File: config.mk
export PLATFORM = sky130hd
export DESIGN_NAME = mem_stage
export DESIGN_NICKNAME = d
export VERILOG_FILES = /design/src/rtl/mem_stage_pkg.sv /design/src/rtl/priority_encoder8.sv /design/src/rtl/mem_stage.sv
export SDC_FILE = /design/constraint.sdc
export NUM_CORES = 1
export LEC_CHECK = 0
export CAP_MARGIN = 20
export CORE_MARGIN = 4
export CORE_UTILIZATION = 38
export DETAILED_ROUTE_END_ITERATION = 7
export GPL_TIMING_DRIVEN = 0
export PLACE_DENSITY_LB_ADDON = 0.12
export SYNTH_ARGS = -nofsm -noshare
export SYNTH_HDL_FRONTEND = slang
export SYNTH_SLANG_ARGS = --single-unit
export TNS_END_PERCENT = 30
File: constraint.sdc
create_clock -name clk -period 1.8 [get_ports clk]
set_clock_uncertainty 0.05 [all_clocks]
set_input_delay 0.27 -clock clk [delete_from_list [all_inputs] [get_ports clk]]
set_output_delay 0.27 -clock clk [all_outputs]
set_load 0.03 [all_outputs]
File: src/rtl/mem_stage_pkg.sv
// Shared definitions for the memory-access pipeline stage: opcodes, FSM states and
// default datapath widths.
package mem_stage_pkg;

    localparam int unsigned DATA_W_DEFAULT  = 16;
    localparam int unsigned REG_CNT_DEFAULT = 8;

    localparam logic [2:0] OP_ALU = 3'd0;
    localparam logic [2:0] OP_LW  = 3'd1;
    localparam logic [2:0] OP_SW  = 3'd2;
    localparam logic [2:0] OP_LM  = 3'd3;
    localparam logic [2:0] OP_SM  = 3'd4;

    typedef enum logic [0:0] {
        StIdle = 1'b0,
        StXfer = 1'b1
    } state_e;

endpackage

File: src/rtl/priority_encoder8.sv
// Lowest-set-bit encoder for an 8-bit vector; none_o flags an all-zero input.
module priority_encoder8 (
    input  logic [7:0] vec_i,
    output logic [2:0] idx_o,
    output logic       none_o
);

    always_comb begin
        idx_o  = 3'd0;
        none_o = 1'b1;
        // Scan downward so the lowest set bit is the last one written.
        for (int i = 7; i >= 0; i--) begin
            if (vec_i[i]) begin
                idx_o  = i[2:0];
                none_o = 1'b0;
            end
        end
    end

endmodule

File: src/rtl/mem_stage.sv
// Memory-access stage: ALU pass-through, single LW/SW, and LM/SM bursts sequenced one
// register per memory transfer in ascending register order.
module mem_stage
    import mem_stage_pkg::*;
#(
    parameter int unsigned DATA_W  = DATA_W_DEFAULT,
    parameter int unsigned REG_CNT = REG_CNT_DEFAULT
) (
    input  logic               clk,
    input  logic               reset,
    input  logic               inValid,
    output logic               inReady,
    input  logic [2:0]         inOp,
    input  logic [DATA_W-1:0]  inAddr,
    input  logic [DATA_W-1:0]  inData,
    input  logic [2:0]         inDest,
    input  logic               inRegWrite,
    input  logic [REG_CNT-1:0] inMask,
    output logic               memReq,
    output logic               memWe,
    output logic [DATA_W-1:0]  memAddr,
    output logic [DATA_W-1:0]  memWdata,
    input  logic               memReady,
    input  logic [DATA_W-1:0]  memRdata,
    output logic [2:0]         rfReadAddr,
    input  logic [DATA_W-1:0]  rfReadData,
    output logic               wbValid,
    output logic [2:0]         wbDest,
    output logic [DATA_W-1:0]  wbData,
    output logic               busy
);

    state_e             state_q, state_d;
    logic [DATA_W-1:0]  addr_q, addr_d;
    logic [DATA_W-1:0]  data_q, data_d;
    logic [2:0]         dest_q, dest_d;
    logic [2:0]         op_q, op_d;
    logic [REG_CNT-1:0] mask_q, mask_d;
    logic               wb_valid_q, wb_valid_d;
    logic [2:0]         wb_dest_q, wb_dest_d;
    logic [DATA_W-1:0]  wb_data_q, wb_data_d;

    logic [2:0]         cur_idx;
    logic               cur_none;
    logic [REG_CNT-1:0] mask_clr;
    logic [2:0]         unused_rest_idx;
    logic               rest_none;
    logic               is_burst;

    priority_encoder8 u_cur_enc (
        .vec_i  (mask_q),
        .idx_o  (cur_idx),
        .none_o (cur_none)
    );

    // Looks at the mask with the current bit removed to spot the last transfer.
    priority_encoder8 u_rest_enc (
        .vec_i  (mask_clr),
        .idx_o  (unused_rest_idx),
        .none_o (rest_none)
    );

    assign mask_clr = mask_q & ~(REG_CNT'(1) << cur_idx);
    assign is_burst = (op_q == OP_LM) || (op_q == OP_SM);

    assign inReady    = (state_q == StIdle);
    assign busy       = (state_q == StXfer);
    assign memReq     = (state_q == StXfer);
    assign memWe      = memReq && ((op_q == OP_SW) || (op_q == OP_SM));
    assign memAddr    = addr_q;
    assign memWdata   = (op_q == OP_SM) ? rfReadData : data_q;
    assign rfReadAddr = cur_idx;
    assign wbValid    = wb_valid_q;
    assign wbDest     = wb_dest_q;
    assign wbData     = wb_data_q;

    always_comb begin
        state_d    = state_q;
        addr_d     = addr_q;
        data_d     = data_q;
        dest_d     = dest_q;
        op_d       = op_q;
        mask_d     = mask_q;
        wb_valid_d = 1'b0;
        wb_dest_d  = wb_dest_q;
        wb_data_d  = wb_data_q;

        case (state_q)
            StIdle: begin
                if (inValid) begin
                    case (inOp)
                        OP_ALU: begin
                            if (inRegWrite) begin
                                wb_valid_d = 1'b1;
                                wb_dest_d  = inDest;
                                wb_data_d  = inAddr;
                            end
                        end
                        OP_LW, OP_SW: begin
                            addr_d  = inAddr;
                            data_d  = inData;
                            dest_d  = inDest;
                            op_d    = inOp;
                            state_d = StXfer;
                        end
                        OP_LM, OP_SM: begin
                            if (|inMask) begin
                                addr_d  = inAddr;
                                mask_d  = inMask;
                                op_d    = inOp;
                                state_d = StXfer;
                            end
                        end
                        default: ;
                    endcase
                end
            end
            StXfer: begin
                if (memReady) begin
                    if (op_q == OP_LW) begin
                        wb_valid_d = 1'b1;
                        wb_dest_d  = dest_q;
                        wb_data_d  = memRdata;
                    end else if (op_q == OP_LM) begin
                        wb_valid_d = 1'b1;
                        wb_dest_d  = cur_idx;
                        wb_data_d  = memRdata;
                    end
                    if (is_burst) begin
                        mask_d = mask_clr;
                        addr_d = addr_q + DATA_W'(1);
                        if (rest_none || cur_none) begin
                            state_d = StIdle;
                        end
                    end else begin
                        state_d = StIdle;
                    end
                end
            end
            default: state_d = StIdle;
        endcase
    end

    always_ff @(posedge clk or negedge reset) begin
        if (!reset) begin
            state_q    <= StIdle;
            addr_q     <= '0;
            data_q     <= '0;
            dest_q     <= '0;
            op_q       <= '0;
            mask_q     <= '0;
            wb_valid_q <= 1'b0;
            wb_dest_q  <= '0;
            wb_data_q  <= '0;
        end else begin
            state_q    <= state_d;
            addr_q     <= addr_d;
            data_q     <= data_d;
            dest_q     <= dest_d;
            op_q       <= op_d;
            mask_q     <= mask_d;
            wb_valid_q <= wb_valid_d;
            wb_dest_q  <= wb_dest_d;
            wb_data_q  <= wb_data_d;
        end
    end

endmodule
==> summary.txt, run 1 <==
Clock network
  • Clock Latency Late Sink: between 300 and 400 ps
  • Cts bufs inserted: 9
  • CTS clk-pin slew, worst paths: 80 ps
  • Root Buffer: clkbuf_8
  • CTS tree: done
  • Clock sink count: between 60 and 70
  • H-tree Lvls: 3
  • CTS max path bufs: 2

Worst setup path
  • Worst Setup SP: mask_q[3]$_DFFE_PN0P_
  • Arr. time, crit path: about 2300 ps
  • Worst-path maximum fanout: 4
  • Crit Path Category: register to register
  • Critical Path End Type: register
  • Crit path required time: 1950 ps
  • Setup crit start kind: register
  • R2r startpoint: mask_q[3]$_DFFE_PN0P_

Route
  • Vias per cell: 5.38
  • Detailed Routing Iterations Pass 1: 5
  • DR vias: 3594
  • Routed WL: between 10000 and 15000 um
  • Antenna Nets Post-Route: 0
  • Drt wl/cell: 18.5 um
  • Iter 0 DRT Violations: 157
  • DRC: 0

STA
  • Slew @ Worst Pin: between 800 and 900 ps
  • Fmax: ~480 MHz
  • RSZ-0062 raised after global routing: yes
  • Setup TNS Final: -7930 ps
  • Fin crit share: 116%
  • Min cycle time layout: 2100 ps
  • Rel. slew slack: between 40% and 50%
  • Hold_ws: -37.4 ps
  • Final Max Tran Viols: 0
  • Worst setup margin: -297 ps
  • Final hold violations: 21
  • Final setup fails: 50

Die
  • DIE WIDTH: ~110 um
  • Row count: 35
  • Die ar.: approximately 11000 sq um
  • Core area: roughly 9300 sq um
  • IO Pins: between 100 and 150
  • Starting Density: 39.1%
  • Die height: around 110 um

Placed design
  • Port Buf Inserts: around 140
  • DP Area: between 5000 and 6000 sq um
  • Final GP Congestion: a little under 0.9
  • Placed instance count: 627
  • HPWL after DPL: between 8000 and 9000 um
  • Minimum setup slack after placement: -989 ps

Synth
  • Post-synthesis sequential area ratio: a little under half
  • Mapped cell area: ~3600 sq um
  • Top cells by count, synth: 67 x dfrtp_1, 38 x mux2_2, 37 x nand2_1, 33 x o21ai_0, 22 x a21oi_1
  • Yosys top cell by area: dfrtp_1
  • Number of synthesized register bits: 67
  • Synthesized area per cell: 10.2 sq um
  • Syn nets: about 440
  • Asr flop ratio synth: between 90% and 100%
  • Top area cells in the synthesized netlist: dfrtp_1 46%, mux2_2 12%, o21ai_0 4.5%
  • Distinct cells, synth: between 50 and 60
  • Synth top area share: a little under half
  • Gate Count Post-Synth: 357
  • Post-synth EDFFs: 0
  • Most common cell in the netlist: dfrtp_1
  • Synth warn: 0
  • Post-synth top flop: dfrtp_1

Global route
  • Initial antenna violation count: 0
  • Grt total ovfl: 0
  • All-Layer GR Usage: around 22%
  • First-pass GRT wire length: 19600 um
  • Largest net degree at the start of global routing: 68
  • Vias in the first global route: roughly 3800

Pwr
  • Max IR drop VDD: ~1.1 mV
  • Pwr dens: around 1900 nW/um^2
  • LEAKAGE: between 2 and 3 nW
  • Final Power: 11.5 mW

Cells and area
  • Fin cells: 668
  • Core Util, Final: between 60% and 70%
  • Diode count: 0
  • Fillcell total: ~800
  • Share of cells above drive strength 1: a little under a third
  • Fin nets: around 620
  • Area Growth Syn to Fin: 67.8%
  • Final instance area: a little over 6000 sq um

Job
  • MaxCap Viol Count: 0

Hold path
  • Worst min-delay path class: primary input to asynchronous set/reset pin

Outcome
  • Failing checks: hold timing, setup timing
  • Status: complete, but fails checks
logic make-up (layout without fill, tap and decap cells):
| kind of cell | after synthesis | after routing | share of synthesized area, % |
|---|---|---|---|
| AND/OR/NAND/NOR | 112 | 112 | 16.9 |
| buffers and inverters | 28 | 210 | 3.45 |
| flip-flops | 67 | 67 | 46.2 |
| AO/OA/AOI/OAI | 101 | 101 | 18.7 |
| multiplexers | 44 | 44 | 13.4 |
| XOR/XNOR | 2 | 2 | 0.483 |
| adder cells (fa/ha/maj) | 3 | 3 | 0.930 |
worst paths after layout:
path                       cells after the start  slack [ps]                     end
hold reg to reg                                2         430   wbData[5]$_DFFE_PN0P_
setup / recovery                               5        -300          busy$_DFF_PN0_
min in group clk                               2         210   mask_q[7]$_DFFE_PN0P_
hold / removal                                 1         -40  wbData[11]$_DFFE_PN0P_
max in group asynchronous                      1        1070     op_q[0]$_DFFE_PN0P_
setup reg to reg                               5        -300          busy$_DFF_PN0_
sequential cells by signal (all words and copies together), names as in the netlist:
signal / count
wbDest: 3
mask_q: 8
wbData: 16
busy: 1
memAddr: 16
wbValid: 1
op_q: 3
dest_q: 3
data_q: 16
critical path: stages (launching register included):
cell and delay, ps:
dfrtp_1 390, or4_4 570, or3_4 430, maj3_2 330, nor2_2 100, o221ai_2 90
final cells by class:
type	count	area (sq um)	share of cell area, %
sequential	67	1680	27.6
timing repair buffer	169	1680	27.5
multi-input combinational	262	2150	35.3
clock buffer	10	128	2.09
buffer	19	189	3.10
tap	129	161	2.65
clock inverter	5	78.8	1.29
inverter	7	26.3	0.431
power breakdown:
part / total [mW] / leakage [nW] / switching, mW / internal, mW
Combinational: 7.26 / 1.75 / 3.80 / 3.46
Sequential: 2.88 / 0.810 / 0.651 / 2.23
Clock: 1.39 / 0.106 / 0.614 / 0.771
cells in the final DEF, fill, tap and decap left out, types with 5 or more instances in the layout:
cell type,instances
clkdlybuf4s50_1,93
nor2_1,6
buf_6,30
mux2_4,24
nor2b_1,12
clkbuf_8,11
buf_4,24
dfrtp_1,63
nand2_1,37
mux2i_1,6
and3_1,6
dlygate4sd2_1,19
inv_1,7
a21oi_1,20
mux2_2,14
dlymetal6s2s_1,6
nand3_1,10
a22o_1,5
o21ai_0,28
o211ai_1,5
per-layer routing:
metal	vias up	share of wire (%)	GRT usage, %
li1	1685	-	-
met3	19	8.0	5.45
met5	-	0	0
met2	161	49	37.1
met1	1729	41	27.7
met4	0	1.7	7.59
repair_timing:
item / in CTS / in global routing
pin swaps: 16 / 12
gates cloned: 2 / 0
hold buffers: 0 / 0
gates resized for setup: 267 / 23
setup buffers: 25 / 2
setup endpoints to repair: 99 / 85
No activity file was read; power rests on OpenSTA's default activity.
==> inputs of run 2 (changes only) <==
--- a/config.mk
+++ b/config.mk
@@ -14,4 +14,4 @@
 export SYNTH_ARGS = -nofsm -noshare
 export SYNTH_HDL_FRONTEND = slang
 export SYNTH_SLANG_ARGS = --single-unit
-export TNS_END_PERCENT = 30
+export TNS_END_PERCENT = 10
==> run 2 against run 1 <==
  * Flip-flop and latch count unchanged
  * First-iteration DRC count down 6.4%
  * Non-clock buffer count decreased by 7
  * Final area down 2.2%
  * Register-to-register slack got worse by 20 ps
  * Hold slack gained 0.99 ps
  * The flow still finishes with violations (hold timing, setup timing)
  * Critical endpoint unchanged
  * Cell count fell by 0.90%
  * Largest cell class unchanged
==> summary.txt, run 2 (same netlist as run 1, synthesis figures left out) <==
Placed design
  • Minimum setup slack after placement: -981 ps
  • Final GP Congestion: 0.905
  • Port Buf Inserts: around 140
  • Placed instance count: 627
  • HPWL after DPL: slightly above 8000 um

Worst setup path
  • R2R depth: 5
  • Crit Path Category: register to register
  • Critical Path End Type: register
  • Crit path required time: roughly 2000 ps
  • Worst-path maximum fanout: 4
  • Arr. time, crit path: between 2000 and 2500 ps
  • Setup crit start kind: register

Pwr
  • Max IR drop VDD: around 1.1 mV
  • Combinational share of power: between 60 and 70%
  • Part of the power in registers: between 20% and 30%
  • Sw Ratio: between 40 and 50%
  • Internal Pwr Total: 6.14 mW
  • P_sw: a little under 5 mW
  • Pwr dens: around 1900 nW/um^2
  • LEAKAGE: approximately 2.6 nW
  • Final Power: around 11 mW
  • Share of power burned in the clock network: 12.1%

Route
  • Routed WL: around 12000 um
  • DR vias: 3578
  • Drt wl/cell: about 18 um
  • Antenna Nets Post-Route: 0
  • Vias per cell: 5.40
  • DRC: 0
  • Iter 0 DRT Violations: around 150
  • Detailed Routing Iterations Pass 1: 5

Cells and area
  • Share of cells above drive strength 1: a little under a third
  • Diode count: 0
  • Most common cell after layout, fill and taps aside: clkdlybuf4s50_1
  • Fin cells: ~660
  • Most frequent cells in the layout: 100 x clkdlybuf4s50_1, 63 x dfrtp_1, 36 x nand2_1, 29 x buf_6, 28 x mux2_2
  • Fin nets: approximately 600
  • Fillcell total: roughly 780
  • Area Growth Syn to Fin: 64.1%

Global route
  • Initial antenna violation count: 0
  • All-Layer GR Usage: 20.5%
  • Largest net degree at the start of global routing: around 70
  • First-pass GRT wire length: ~18000 um
  • Grt total ovfl: 0
  • Vias in the first global route: approximately 3600

STA
  • Worst setup margin: -321 ps
  • Final Max Tran Viols: 0
  • Final hold violations: 19
  • Fmax: around 470 MHz
  • Rel. slew slack: 42.1%
  • Min cycle time layout: 2120 ps
  • Final setup fails: slightly above 70
  • Hold_ws: -36.4 ps
  • Slew @ Worst Pin: between 800 and 900 ps
  • Fin crit share: 118%
  • RSZ-0062 raised after global routing: yes

Hold path
  • Worst min-delay path class: primary input to asynchronous set/reset pin

Clock network
  • # hold bufs at CTS: 0
  • Cts bufs inserted: 9
  • Clock Latency Late Sink: 350 ps
  • H-tree Lvls: 3
  • Clock sink count: 67
  • CTS tree: done
  • CTS clk-pin slew, worst paths: around 80 ps
  • Root Buffer: clkbuf_8
  • CTS max path bufs: 2

Die
  • Die height: between 100 and 150 um
  • DIE WIDTH: between 100 and 150 um
  • Die ar.: about 11000 sq um
  • Starting Density: 39.1%
  • Core area: ~9300 sq um
  • Row count: 35
  • IO Pins: 142

Job
  • MaxCap Viol Count: 0

Outcome
  • Failing checks: hold timing, setup timing
  • Status: complete, but fails checks
==> run 2: cell count changes in the layout (fill, tap and decap cells not counted), sizes merged <==
cell	change
buf	-7
clkdlybuf4s50	+7
dlygate4sd2	-7
clkinvlp	+3
bufinv	-1
clkbuf	+1
clkinv	-2
==> run 2: repair_timing <==
item / CTS / global route
setup endpoints to repair: 100 / 82
buffers inserted: 12 / 7
cloned: 1 / 0
pin swaps: 7 / 19
resized for setup: 222 / 47
==> run 2: final cells by class <==
type                       instances  area (sq um)  share of cell area [%]
tap                              129           161                    2.71
timing repair buffer             160          1590                    26.6
multi-input combinational        262          2070                    34.8
clock inverter                     5          61.3                    1.03
buffer                            21           216                    3.63
clock buffer                      11           151                    2.54
sequential                        67          1680                    28.2
inverter                           7          26.3                   0.441
==> run 2: through the flow <==
stage                     utilization (%)  setup TNS [ps]  area (sq um)
after detailed placement             56.2          -48900          5220
after CTS                            61.7           -9550          5730
after floorplan                         -           -6210          3650
final                                64.2           -8920          5960
after global placement               56.2         -183110          5220
after global routing                 64.2          -13140          5960
==> run 2: power groups by stage <==
stage / registers [mW] / logic [mW] / clock network, mW
2_1_floorplan: 3.51 / 2.96 / 0
3_3_place_gp: 2.89 / 5.81 / 0
3_5_place_dp: 2.91 / 5.85 / 0
4_1_cts: 2.86 / 6.47 / 1.36
5_1_grt: 3.01 / 7.27 / 1.44
6_report: 2.89 / 6.84 / 1.34
==> run 2: per-layer routing <==
layer / up-vias / track usage (%) / share of wire, %
met5: - / 0 / 0
met4: 0 / 4.72 / 0.87
met3: 11 / 6.86 / 8.3
met2: 146 / 33.9 / 49
met1: 1751 / 25.9 / 42
li1: 1670 / - / -
==> run 2: worst paths after layout <==
path	startpoint	to	slack, ps
setup / recovery	mask_q[1]$_DFFE_PN0P_	busy$_DFF_PN0_	-320
hold / removal	reset	wbData[11]$_DFFE_PN0P_	-40
setup reg to reg	mask_q[1]$_DFFE_PN0P_	busy$_DFF_PN0_	-320
hold reg to reg	wbData[12]$_DFFE_PN0P_	wbData[12]$_DFFE_PN0P_	440
max in group asynchronous	reset	mask_q[4]$_DFFE_PN0P_	1090
min in group clk	inOp[0]	op_q[0]$_DFFE_PN0P_	260
==> run 2: critical path, cell delays in order (launching register included) <==
cell      delay (ps)
dfrtp_1          420
or4_4            580
or3_4            430
maj3_2           320
nor2_2            80
o221ai_1         100
==> RTL edit: new RTL, flow settings as in run 2 <==
`DATA_W_DEFAULT`: 16 -> 32.
--- a/src/rtl/mem_stage_pkg.sv
+++ b/src/rtl/mem_stage_pkg.sv
@@ -4,3 +4,3 @@
 
-    localparam int unsigned DATA_W_DEFAULT  = 16;
+    localparam int unsigned DATA_W_DEFAULT  = 32;
     localparam int unsigned REG_CNT_DEFAULT = 8;
Interface: changed (7 resized); port bits go from 142 to 254. The function was not compared with the original's and may differ.
==> RTL edit against run 2 <==
  * The run ends with setup timing left
  * Area after synthesis is 72% higher
  * Wire length grew 110%
  * Sequential cell count up 48
  * First-iteration DRC count rose to 2.5 times the old value
  * Total power up 81%
  * Setup slack lost 0.13 ns
  * Final area is 80% higher
==> RTL edit: results (changes against run 2) <==
Outcome
  • Status: complete, but fails checks
  • Failing checks: setup timing

GRT
  • Largest net degree at the start of global routing: 59 (-13%)
  • First-pass GRT wire length: 34900 um (+93%)
  • Initial antenna violation count: 1 (+1)
  • Vias in the first global route: 6401 (+77%)

Logic synthesis
  • Post-synthesis mux area share: 17.9% (+4.5 points)
  • Main area contributors after synthesis: dfrtp_1 (46%), mux2_2 (13%), mux2i_1 (5.3%)
  • XOR/XNOR Fraction of Synth Area: 0.281% (-0.20 points)
  • Synth cell count leaders: dfrtp_1 (115), mux2_2 (70), o21ai_0 (55), nand2_1 (51), nor2_1 (38)
  • Post-synthesis cell type count: 67 (+16%)
  • Post-synthesis sequential area ratio: 46.1% (about the same)
  • Avg Inst Size Synth: 10.2 sq um (-0.12%)
  • Syn_nets: 762 (+73%)
  • Complex-gate fraction of the synthesized area: 17.1% (-1.6 points)
  • Post-Synth Adder-Cell Area: 0.361% (-0.57 points)

Placement
  • Port-buffer cells: 253 (+79%)
  • DP HPWL: 16800 um (+110%)
  • Routability-driven placement congestion ratio: 0.890 (-1.7%)

Final layout
  • Clock buffer count: 22 (+11)
  • ClkCell Share: 5.70% (+2.1 points)
  • Non-clock buffer count: 330 (+82%)
  • Inverters excl. clock: 9 (+2)
  • Seq. cell area: 2910 sq um (+73%)
  • Non-clock buffer share: 30.8% (+0.59 points)
  • Layout Nets: 1070 (+75%)
  • Comb_multi_in: 449 (+71%)
  • Fin area: 10700 sq um (+80%)
  • Seq cells: 115 (+72%)

Setup path
  • Capturing point of the worst reg2reg path: memAddr[13]
  • Crit path max fanout: 5 (+1)
  • Reg-to-reg startpoint: memAddr[2]
  • Critical Path End: memWdata[7]
  • Worst Setup SP: op_q[0]
  • Reg2Reg Setup Slack: -0.37 ns (-0.05 ns)

Power
  • Lkg Pwr: 4.79 nW (+87%)
  • VDD IR max: 0.00119 V (+6.5%)
  • Clock group share of total power: 17.8% (+5.7 points)
  • Combinational power: 11.3 mW (+65%)
  • Overall Power: 20.0 mW (+81%)

Routing
  • Final wirelength: 24200 um (+110%)
  • Number of vias per cell: 5.53 (+2.3%)
  • DR WL/cell: 21.0 um (+18%)

Clock tree
  • Worst skew pair latency: 0.42 ns (+0.07 ns)
  • Clock-pin slew on the worst setup and hold paths: 0.06 ns (-0.02 ns)
  • Root buf cell: clkbuf_16
  • H-tree depth: 4 (+1)

STA
  • WHS: 0.210 ns (+0.247 ns)
  • Tightest Pin Transition: 0.862 ns (-0.00634 ns)
  • Final setup viols: 82 (+14%)
  • Total negative slack: -23.21 ns (-14.29 ns)
  • Final worst slack: -0.450 ns (-0.129 ns)

Worst hold path
  • HP Class: input port to register
==> RTL edit: cell count changes in the layout (fill, tap and decap cells not counted), moves of 18 or more <==
cell             change
dfrtp_2             +18
mux2_2              +30
clkdlybuf4s50_1     +58
nor2_1              +29
buf_4               +27
dfrtp_1             +30
clkbuf_16           +23
mux2i_1             +27
o21ai_0             +20
dlygate4sd2_1       +27
==> RTL edit: per-layer routing <==
layer / vias up / global-route usage, % / wire length, um
met1: 3153 / 32.0 / 9840
li1: 2907 / - / -
met3: 33 / 4.92 / 1760
met5: - / 0 / 0
met2: 278 / 40.7 / 12200
met4: 0 / 8.01 / 429
==> RTL edit: critical path, cell delays in order (launching register included) <==
cell and delay (ns):
dfrtp_2 0.44, nor3b_4 0.19, buf_6 0.15, buf_6 0.13
clkbuf_16 0.15, mux2_4 0.31, buf_6 0.14
